[src/rtl/mem_wb_stage_pkg.sv]
// Shared definitions for the MEM/WB stage: bus widths, the MEM->WB bus field order,
// load opcode encoding and the WB->ID forwarding bus packer.
//
// Bus field orders:
//   WB->ID  (WB_TO_ID_WD  = 38): {wreg[37], waddr[36:32], wdata[31:0]}
//   MEM->WB (MEM_TO_WB_WD = 71): {valid[70], we[69], waddr[68:64], wdata[63:32], pc[31:0]}
package mem_wb_stage_pkg;

  localparam int unsigned WB_TO_ID_WD  = 38;
  localparam int unsigned MEM_TO_WB_WD = 71;

  localparam int unsigned WB_BUS_WREG_BIT = 37;

  // Load opcodes; 6 and 7 are undefined and treated as LdNone.
  typedef enum logic [2:0] {
    LdNone = 3'd0,
    LdLb   = 3'd1,
    LdLbu  = 3'd2,
    LdLh   = 3'd3,
    LdLhu  = 3'd4,
    LdLw   = 3'd5
  } load_op_e;

  function automatic logic [WB_TO_ID_WD-1:0] pack_wb_bus(input logic        wreg,
                                                         input logic [4:0]  waddr,
                                                         input logic [31:0] wdata);
    return {wreg, waddr, wdata};
  endfunction

endpackage

[src/rtl/mem_wb_stage_load_ext.sv]
// Load-data formatter: selects the addressed byte/halfword of the raw SRAM word and
// sign- or zero-extends it. Purely combinational.
//
// Ports:
//   load_op    in  3   load opcode (load_op_e encoding)
//   offset     in  2   byte offset within the word (effective address [1:0])
//   rdata      in  32  raw data-SRAM word
//   alu_result in  32  ALU result, passed through for non-loads
//   wdata      out 32  formatted writeback data
module mem_wb_stage_load_ext
  import mem_wb_stage_pkg::*;
(
  input  logic [2:0]  load_op,
  input  logic [1:0]  offset,
  input  logic [31:0] rdata,
  input  logic [31:0] alu_result,
  output logic [31:0] wdata
);

  logic [7:0]  sel_byte;
  logic [15:0] sel_half;

  always_comb begin
    sel_byte = 8'h00;
    unique case (offset)
      2'd0: sel_byte = rdata[7:0];
      2'd1: sel_byte = rdata[15:8];
      2'd2: sel_byte = rdata[23:16];
      2'd3: sel_byte = rdata[31:24];
      default: sel_byte = 8'h00;
    endcase
    // Misaligned halfword traps upstream, so offset[0] is ignored here.
    sel_half = offset[1] ? rdata[31:16] : rdata[15:0];
  end

  always_comb begin
    wdata = alu_result;
    case (load_op)
      LdLb:    wdata = {{24{sel_byte[7]}}, sel_byte};
      LdLbu:   wdata = {24'h000000, sel_byte};
      LdLh:    wdata = {{16{sel_half[15]}}, sel_half};
      LdLhu:   wdata = {16'h0000, sel_half};
      LdLw:    wdata = rdata;
      default: wdata = alu_result;
    endcase
  end

endmodule

[src/rtl/mem_wb_stage.sv]
// MEM/WB pipeline register with load-data formatting ahead of the register. Drives the
// register-file write port and the WB->ID forwarding bus one cycle after MEM.
// Optional trace outputs are enabled by defining MEM_WB_DEBUG_TRACE_EN.
//
// Ports:
//   clk, resetn           core clock (rising edge), async active-low reset
//   stall_wb, flush_wb    hold / bubble controls (flush has priority)
//   mem_*                 MEM-stage instruction results
//   rf_we/waddr/wdata     register-file write port
//   wb_to_id_bus          {rf_we, rf_waddr, rf_wdata} forwarding bus
//   debug_wb_*            trace outputs (MEM_WB_DEBUG_TRACE_EN only)
module mem_wb_stage
  import mem_wb_stage_pkg::*;
(
  input  logic                   clk,
  input  logic                   resetn,
  input  logic                   stall_wb,
  input  logic                   flush_wb,
  input  logic                   mem_valid,
  input  logic [31:0]            mem_pc,
  input  logic                   mem_rf_we,
  input  logic [4:0]             mem_rf_waddr,
  input  logic [31:0]            mem_alu_result,
  input  logic [2:0]             mem_load_op,
  input  logic [31:0]            mem_load_rdata,
  output logic                   rf_we,
  output logic [4:0]             rf_waddr,
  output logic [31:0]            rf_wdata,
  output logic [WB_TO_ID_WD-1:0] wb_to_id_bus
`ifdef MEM_WB_DEBUG_TRACE_EN
  ,
  output logic [31:0]            debug_wb_pc,
  output logic [3:0]             debug_wb_rf_wen,
  output logic [4:0]             debug_wb_rf_wnum,
  output logic [31:0]            debug_wb_rf_wdata
`endif
);

  logic [31:0] fmt_wdata;

  logic        valid_q, valid_d;
  logic        we_q, we_d;
  logic [4:0]  waddr_q, waddr_d;
  logic [31:0] wdata_q, wdata_d;

  mem_wb_stage_load_ext u_load_ext (
    .load_op    (mem_load_op),
    .offset     (mem_alu_result[1:0]),
    .rdata      (mem_load_rdata),
    .alu_result (mem_alu_result),
    .wdata      (fmt_wdata)
  );

  // Bubbles only clear valid/we; address and data are left stale.
  always_comb begin
    valid_d = valid_q;
    we_d    = we_q;
    waddr_d = waddr_q;
    wdata_d = wdata_q;
    if (flush_wb) begin
      valid_d = 1'b0;
      we_d    = 1'b0;
    end else if (!stall_wb) begin
      if (mem_valid) begin
        valid_d = 1'b1;
        we_d    = mem_rf_we;
        waddr_d = mem_rf_waddr;
        wdata_d = fmt_wdata;
      end else begin
        valid_d = 1'b0;
        we_d    = 1'b0;
      end
    end
  end

  always_ff @(posedge clk or negedge resetn) begin
    if (!resetn) begin
      valid_q <= 1'b0;
      we_q    <= 1'b0;
      waddr_q <= 5'd0;
      wdata_q <= 32'd0;
    end else begin
      valid_q <= valid_d;
      we_q    <= we_d;
      waddr_q <= waddr_d;
      wdata_q <= wdata_d;
    end
  end

  // $0 is hardwired; never drive a write (or a forward) to it.
  assign rf_we        = valid_q & we_q & (waddr_q != 5'd0);
  assign rf_waddr     = waddr_q;
  assign rf_wdata     = wdata_q;
  assign wb_to_id_bus = pack_wb_bus(rf_we, rf_waddr, rf_wdata);

`ifdef MEM_WB_DEBUG_TRACE_EN
  logic [31:0] pc_q, pc_d;

  always_comb begin
    pc_d = pc_q;
    if (!flush_wb && !stall_wb && mem_valid) begin
      pc_d = mem_pc;
    end
  end

  always_ff @(posedge clk or negedge resetn) begin
    if (!resetn) begin
      pc_q <= 32'd0;
    end else begin
      pc_q <= pc_d;
    end
  end

  assign debug_wb_pc       = pc_q;
  assign debug_wb_rf_wen   = {4{rf_we}};
  assign debug_wb_rf_wnum  = rf_waddr;
  assign debug_wb_rf_wdata = rf_wdata;
`else
  logic unused_mem_pc;
  assign unused_mem_pc = ^mem_pc;
`endif

endmodule

[config.mk]
export PLATFORM = sky130hd
export DESIGN_NAME = mem_wb_stage
export DESIGN_NICKNAME = d
export VERILOG_FILES = /design/src/rtl/mem_wb_stage_pkg.sv /design/src/rtl/mem_wb_stage_load_ext.sv /design/src/rtl/mem_wb_stage.sv
export SDC_FILE = /design/constraint.sdc
export NUM_CORES = 1
export LEC_CHECK = 0
export ABC_CLOCK_PERIOD_IN_PS = 1710
export BUFFER_PORTS_ARGS = -buffer_cell sky130_fd_sc_hd__buf_2
export CORE_AREA = 2 2 85 87
export DETAILED_ROUTE_END_ITERATION = 16
export DIE_AREA = 0 0 87 89
export PLACE_DENSITY = 0.91
export SYNTH_ARGS = -nofsm -noshare
export SYNTH_HDL_FRONTEND = slang
export SYNTH_HIERARCHICAL = 1
export SYNTH_SLANG_ARGS = --single-unit
[constraint.sdc]
create_clock -name clk -period 1.71 [get_ports clk]
set_input_delay 0 -clock clk [delete_from_list [all_inputs] [get_ports clk]]
set_output_delay 0 -clock clk [all_outputs]
set_load 0.05 [all_outputs]
==> results of run 1 <==
worst max-delay path by stage:
stage                     slack [ps]                        to  cells past startpoint
after global routing              20   rf_wdata[3]$_DFFE_PN0P_                      7
after global placement          -220   rf_wdata[0]$_DFFE_PN0P_                      6
after floorplan                 -170  rf_wdata[16]$_DFFE_PN0P_                      8
final                            -30   rf_wdata[0]$_DFFE_PN0P_                      6
after detailed placement        -280   rf_wdata[0]$_DFFE_PN0P_                      6
after CTS                         40   rf_wdata[0]$_DFFE_PN0P_                      6
power groups by stage:
stage	Clock [mW]	Sequential [mW]	Combinational, mW
floorplan	0	2.03	1.69
global placement	0	1.30	2.84
detailed placement	0	1.31	2.86
CTS	0.942	1.30	2.88
global route	0.977	1.33	2.99
finish	0.930	1.29	2.87
cell families after synthesis:
logic type,Yosys count,synth area share (%)
compound gates,70,18.16
simple gates,69,9.752
buf+inv,67,14.76
mux,62,27.23
flops,39,29.83
xor+xnor,1,0.2677
cells in the final DEF, fill, tap and decap left out, types with 11 or more instances in the layout:
cell type  count
a21oi_1       11
dfrtp_1       39
mux2i_1       17
buf_4         38
a221o_1       16
nand2_1       16
nor3_1        16
nor2_1        27
buf_2        153
mux2_4        30
a2111oi_0     15
what timing repair did:
action / CTS / global route
endpoints found under the setup margin: 0 / 1
hold endpoints to repair: 46 / 0
setup buffers: 0 / 0
hold buffers: 8 / 0
gates resized for setup: 0 / 1
per-layer routing:
metal | vias to the layer above | GRT usage [%] | part of all wire, %
li1 | 1421 | - | -
met1 | 1562 | 32.97 | 43
met5 | - | 0 | 0
met4 | 0 | 5.824 | 1.7
met2 | 181 | 40.74 | 47
met3 | 23 | 3.232 | 8.0
registers in the layout (all words and copies together) (netlist names):
signal,cells
rf_wdata,32
rf_waddr,5
valid_q,1
we_q,1
final cells by class:
cell class | instances | area, µm² | area share, %
timing repair buffer | 201 | 1171 | 27.77
sequential | 39 | 975.9 | 23.15
clock inverter | 2 | 60.06 | 1.424
clock buffer | 6 | 72.57 | 1.721
multi-input combinational | 202 | 1826 | 43.29
tap | 80 | 100.1 | 2.374
inverter | 3 | 11.26 | 0.2671
through the flow:
step           total power [mW]  utilization [%]  TNS [ps]  setup WS [ps]
6_report                  5.099            62.76    -33.29         -33.29
5_1_grt                   5.299            62.76         0          21.94
4_1_cts                   5.121            62.74         0          38.98
3_5_place_dp              4.174            59.57     -3937         -277.9
3_3_place_gp              4.139            59.57     -3745         -216.9
2_1_floorplan             3.721                -     -1908         -166.9
worst reg2reg max path, delay by kind of cell, from the launching register on:
| kind | cells | cell delay, ps |
|---|---|---|
| buf+inv | 1 | 550 |
| flops | 1 | 380 |
| simple gates | 1 | 60 |
| compound gates | 1 | 50 |
==> metrics.md, run 1 <==
| Metric | Value |
|---|---|
| Status | `finished with violations` |
| Failing checks | `negative setup slack` |
| Warnings from Yosys | `6` |
| Clock slew at reported path FFs | `80 ps` |
| Routed WL per cell | `18.14 µm` |
| Worst skew pair latency | `290 ps` |
| Placed cell areas | `0.004003 mm²` |
| Post-Syn Instances | `308` |
| CTS Buf Count | `5` |
| Die X | `87 µm` |
| Fill cells | `571` |
| Vias per cell | `5.979` |
| WP data required | `1890 ps` |
| Nets | `562` |
| Setup Crit Path Kind | `input port to flop` |
| WHS Path Cells | `3` |
| CTS max path bufs | `2` |
| Worst Skew | `0 ps` |
| Core area | `0.006719 mm²` |
| Routed Antenna Nets | `0` |
| Post-synthesis instance area | `0.003272 mm²` |
| Final instance area | `0.004217 mm²` |
| Final setup fails | `1` |
| Cell count after placement | `517` |
| Worst Hold End | `valid_q$_DFFE_PN0P_` |
| WL final | `9671 µm` |
| CP max FO | `8` |
| Sink Count | `39` |
| Critical path buffers and inverters | `2` |
| Crit. End Element | `flop` |
| Die Footprint | `0.007743 mm²` |
| Buffers on Ports | `153` |
| Ant. Diodes | `0` |
| Dominant cells by area after synthesis | `dfrtp_1 30%, mux2_4 14%, buf_4 9.2%` |
| Async SR Flop Fraction | `100.0%` |
| Global placer's final weighted congestion | `0.8986` |
| Seq pwr share | `25.4%` |
| Post-synth EDFFs | `0` |
| Initial Util | `48.70%` |
| Worst-path cell chain | `buf_2 -> buf_4 -> mux4_1 -> a2111oi_0 -> a2111oi_0 -> mux2_4` |
| DR pass1 iterations | `5` |
| Leading area contributor after synthesis | `dfrtp_1` |
| Vias in the first global route | `2974` |
| Logic pwr share | `56.4%` |
| Share of cells above drive strength 1 | `54.75%` |
| Synth Flop Type | `dfrtp_1` |
| Final HPWL DP | `7544 µm` |
| Rel. slew slack | `55.84%` |
| Synth top area share | `29.83%` |
| Worst path arrival time | `1930 ps` |
| Worst Setup Start Kind | `input port` |
| Peak VDD IR | `0.4864 mV` |
| Power per cell area | `1209 mW/mm²` |
| CTS tree | `done` |
| Slew @ Worst Pin | `662.4 ps` |
| Worst Hold Class | `input port to flop` |
| Max-cap violations | `0` |
| Largest net degree at the start of global routing | `38` |
| Ports | `186` |
| Antenna violations before repair | `0` |
| Clock share of power | `18.2%` |
| Yosys reg bits | `39` |
| Most used cell, CP | `a2111oi_0` |
| Switching share of power | `49.94%` |
| Tmin final | `1743 ps` |
| Number of DRC markers in iteration 0 | `198` |
| Cell variety after synth | `35` |
| DRC | `0` |
| Std cell rows | `30` |
| CP peak stage delay | `570 ps` |
| Layout Cells excl Fill | `533` |
| Leak | `2.152 nW` |
| CP Launch Point | `mem_alu_result[1]` |
| Final period util | `101.9%` |
| Gr ovfl total | `0` |
| R2R cell count | `3` |
| Syn Nets | `418` |
| NetSw | `2.546 mW` |
| Worst r2r dst | `we_q$_DFFE_PN0P_` |
| Chip height | `89 µm` |
| P_int | `2.553 mW` |
| Area grow syn2layout | `28.87%` |
| Via Count | `3187` |
| Setup WS post-layout | `-33.29 ps` |
| Most frequent cell after synthesis | `buf_4` |
| H-tree Lvls | `2` |
| Average cell area after synthesis | `10.62 µm²` |
| Final hold vios | `0` |
| Seq/Total Area, Yosys | `29.83%` |
| Top cells by count, synth | `40 x buf_4, 39 x dfrtp_1, 30 x mux2_4, 27 x nor2_1, 17 x mux2i_1` |
| RR Startpoint | `we_q$_DFFE_PN0P_` |
| Fin. max-slew vios | `0` |
| Root buffer cell | `clkbuf_8` |
| Top delay family on crit path | `multiplexers` |
| Slowest CP cell | `a2111oi_0` |
| Gr usage total | `24.13%` |
| Final hold slack | `13.02 ps` |
| Max Fclk | `0.5736 GHz` |
| Global-route wire length before repair | `14570 µm` |
| R2r setup slk | `560 ps` |
| RSZ-0062 raised after global routing | `false` |
| Hold_sp | `mem_valid` |
Note: power is estimated with default switching activity, not from simulation.
==> run 2: changes to the inputs <==
--- a/config.mk
+++ b/config.mk
@@ -10,7 +10,9 @@
 export CORE_AREA = 2 2 85 87
 export DETAILED_ROUTE_END_ITERATION = 16
 export DIE_AREA = 0 0 87 89
+export HOLD_SLACK_MARGIN = 0.05
 export PLACE_DENSITY = 0.91
+export SLEW_MARGIN = 0
 export SYNTH_ARGS = -nofsm -noshare
 export SYNTH_HDL_FRONTEND = slang
 export SYNTH_HIERARCHICAL = 1
==> metrics.md, run 2 (synthesis results as in run 1) <==
| Metric | Value |
|---|---|
| Pre-CTS setup slack | `-277.9 ps (unchanged)` |
| Final period util | `100.2% (was 101.9%)` |
| WP data required | `1890 ps (about the same)` |
| Setup WS post-layout | `-3.488 ps (was -33.29 ps)` |
| Seq. cell area | `975.9 µm² (unchanged)` |
| CTS Buf Count | `5 (unchanged)` |
| Share of cells above drive strength 1 | `53.80% (was 54.75%)` |
| Leak | `2.186 nW (was 2.152 nW)` |
| Worst skew pair latency | `290 ps (about the same)` |
| WL final | `9812 µm (was 9671 µm)` |
| Initial Util | `48.70% (unchanged)` |
| Nets | `570 (was 562)` |
| Antenna violations before repair | `0 (unchanged)` |
| Ports | `186 (unchanged)` |
| Final hold vios | `0 (unchanged)` |
| Postcts setup bufs | `0 (unchanged)` |
| Worst Hold Class | `input port to flop (unchanged)` |
| Tmin final | `1713 ps (was 1743 ps)` |
| Fin. max-slew vios | `0 (unchanged)` |
| Setup Crit Path Kind | `input port to flop (unchanged)` |
| Routed Antenna Nets | `0 (unchanged)` |
| Worst path arrival time | `1900 ps (was 1930 ps)` |
| Fill cells | `561 (was 571)` |
| Vias in the first global route | `3031 (was 2974)` |
| Rel. slew slack | `56.99% (was 55.84%)` |
| Worst Setup Start Kind | `input port (unchanged)` |
| Sink Count | `39 (unchanged)` |
| Global-route wire length before repair | `14840 µm (was 14570 µm)` |
| Area grow syn2layout | `31.32% (was 28.87%)` |
| Routed WL per cell | `18.14 µm (about the same)` |
| Via Count | `3199 (was 3187)` |
| Max-cap violations | `0 (unchanged)` |
| Ant. Diodes | `0 (unchanged)` |
| RSZ-0062 raised after global routing | `false (unchanged)` |
| Cell count after placement | `517 (unchanged)` |
| Commonest non-fill, non-tap cell in the layout | `buf_2 (unchanged)` |
| Largest net degree at the start of global routing | `38 (unchanged)` |
| H-tree Lvls | `2 (unchanged)` |
| CTS max path bufs | `2 (unchanged)` |
| Std cell rows | `30 (unchanged)` |
| Layout Cells excl Fill | `541 (was 533)` |
| Power per cell area | `1191 mW/mm² (was 1209 mW/mm²)` |
| Final HPWL DP | `7544 µm (unchanged)` |
| Number of DRC markers in iteration 0 | `243 (was 198)` |
| Peak VDD IR | `0.4864 mV (about the same)` |
| Status | `finished with violations (unchanged)` |
| Area of the multi-input gates | `0.001826 mm² (unchanged)` |
| Gr usage total | `24.61% (was 24.13%)` |
| DR pass1 iterations | `5 (unchanged)` |
| Vias per cell | `5.913 (was 5.979)` |
| CP max FO | `8 (unchanged)` |
| Failing checks | `negative setup slack (unchanged)` |
| Final hold slack | `66.29 ps (was 13.02 ps)` |
| Final setup fails | `1 (unchanged)` |
| Crit. End Element | `flop (unchanged)` |
| Worst Skew | `0 ps (unchanged)` |
| CTS tree | `done (unchanged)` |
| DRC | `0 (unchanged)` |
| Core area | `0.006719 mm² (unchanged)` |
| Max Fclk | `0.5836 GHz (was 0.5736 GHz)` |
| Die X | `87 µm (unchanged)` |
| Buffers on Ports | `153 (unchanged)` |
| Largest register FFs | `32 (unchanged)` |
| Global placer's final weighted congestion | `0.8986 (unchanged)` |
| Leading cell types in the layout, fill and taps excluded | `153 x buf_2, 39 x dfrtp_1, 38 x buf_4, 30 x mux2_4, 27 x nor2_1 (unchanged)` |
| Clock slew at reported path FFs | `80 ps (about the same)` |
| Gr ovfl total | `0 (unchanged)` |
| Slew @ Worst Pin | `645.1 ps (was 662.4 ps)` |
| Root buffer cell | `clkbuf_8 (unchanged)` |
| Die Footprint | `0.007743 mm² (unchanged)` |
| Chip height | `89 µm (unchanged)` |
==> run 2: changes by cell type in the layout (fill, tap and decap cells not counted), sizes merged <==
cell | before | now
dlygate4sd3 | 8 | 16
==> run 2: layer usage <==
metal	GRT usage [%]	part of all wire [%]
met1	33.35	41
met2	41.29	47
met3	3.693	9.6
met4	6.534	2.0
met5	0	0
==> run 2: layout make-up <==
cell class                      instances  area share, %
Timing Repair Buffer                  209          29.12
Multi-Input combinational cell        202          42.49
Tap cell                               80          2.330
Sequential cell                        39          22.71
Clock buffer                            6          1.689
Inverter                                3         0.2621
Clock inverter                          2          1.398
==> run 2: path summary, 6_finish.rpt <==
kind                       depth (start not counted)                     start  slack [ps]                        to
setup / recovery                                   6         mem_alu_result[1]          -3   rf_wdata[0]$_DFFE_PN0P_
hold / removal                                     3                  stall_wb          70       valid_q$_DFFE_PN0P_
setup reg to reg                                   3          we_q$_DFFE_PN0P_         560          we_q$_DFFE_PN0P_
hold reg to reg                                    1  rf_wdata[25]$_DFFE_PN0P_         530  rf_wdata[25]$_DFFE_PN0P_
max in group asynchronous                          3                    resetn        1110   rf_wdata[1]$_DFFE_PN0P_
min in group asynchronous                          2                    resetn         100  rf_wdata[19]$_DFFE_PN0P_
==> run 2: critical path: stages <==
cell and delay [ps]:
buf_2 150, buf_4 210, mux4_1 550, a2111oi_0 560, a2111oi_0 150, mux2_4 280
==> run 2: through the flow <==
step / setup TNS, ps / total power, mW / cell area [µm²] / util [%]
6_report: -3.488 / 5.117 / 4297 / 63.95
5_1_grt: 0 / 5.317 / 4297 / 63.95
2_1_floorplan: -1908 / 3.721 / 3283 / -
4_1_cts: 0 / 5.135 / 4295 / 63.93
3_5_place_dp: -3937 / 4.174 / 4003 / 59.57
3_3_place_gp: -3745 / 4.139 / 4003 / 59.57
==> run 2: where the power goes <==
group | switching (mW) | internal [mW]
Sequential | 0.163 | 1.13
Combinational | 2.04 | 0.850
Clock | 0.348 | 0.584
Total | 2.55 | 2.56
==> run 2: what timing repair did <==
action	4_1_cts	5_1_grt
resized for setup	0	1
setup endpoints to repair	0	1
hold buffers	16	0
hold endpoints to repair	53	0
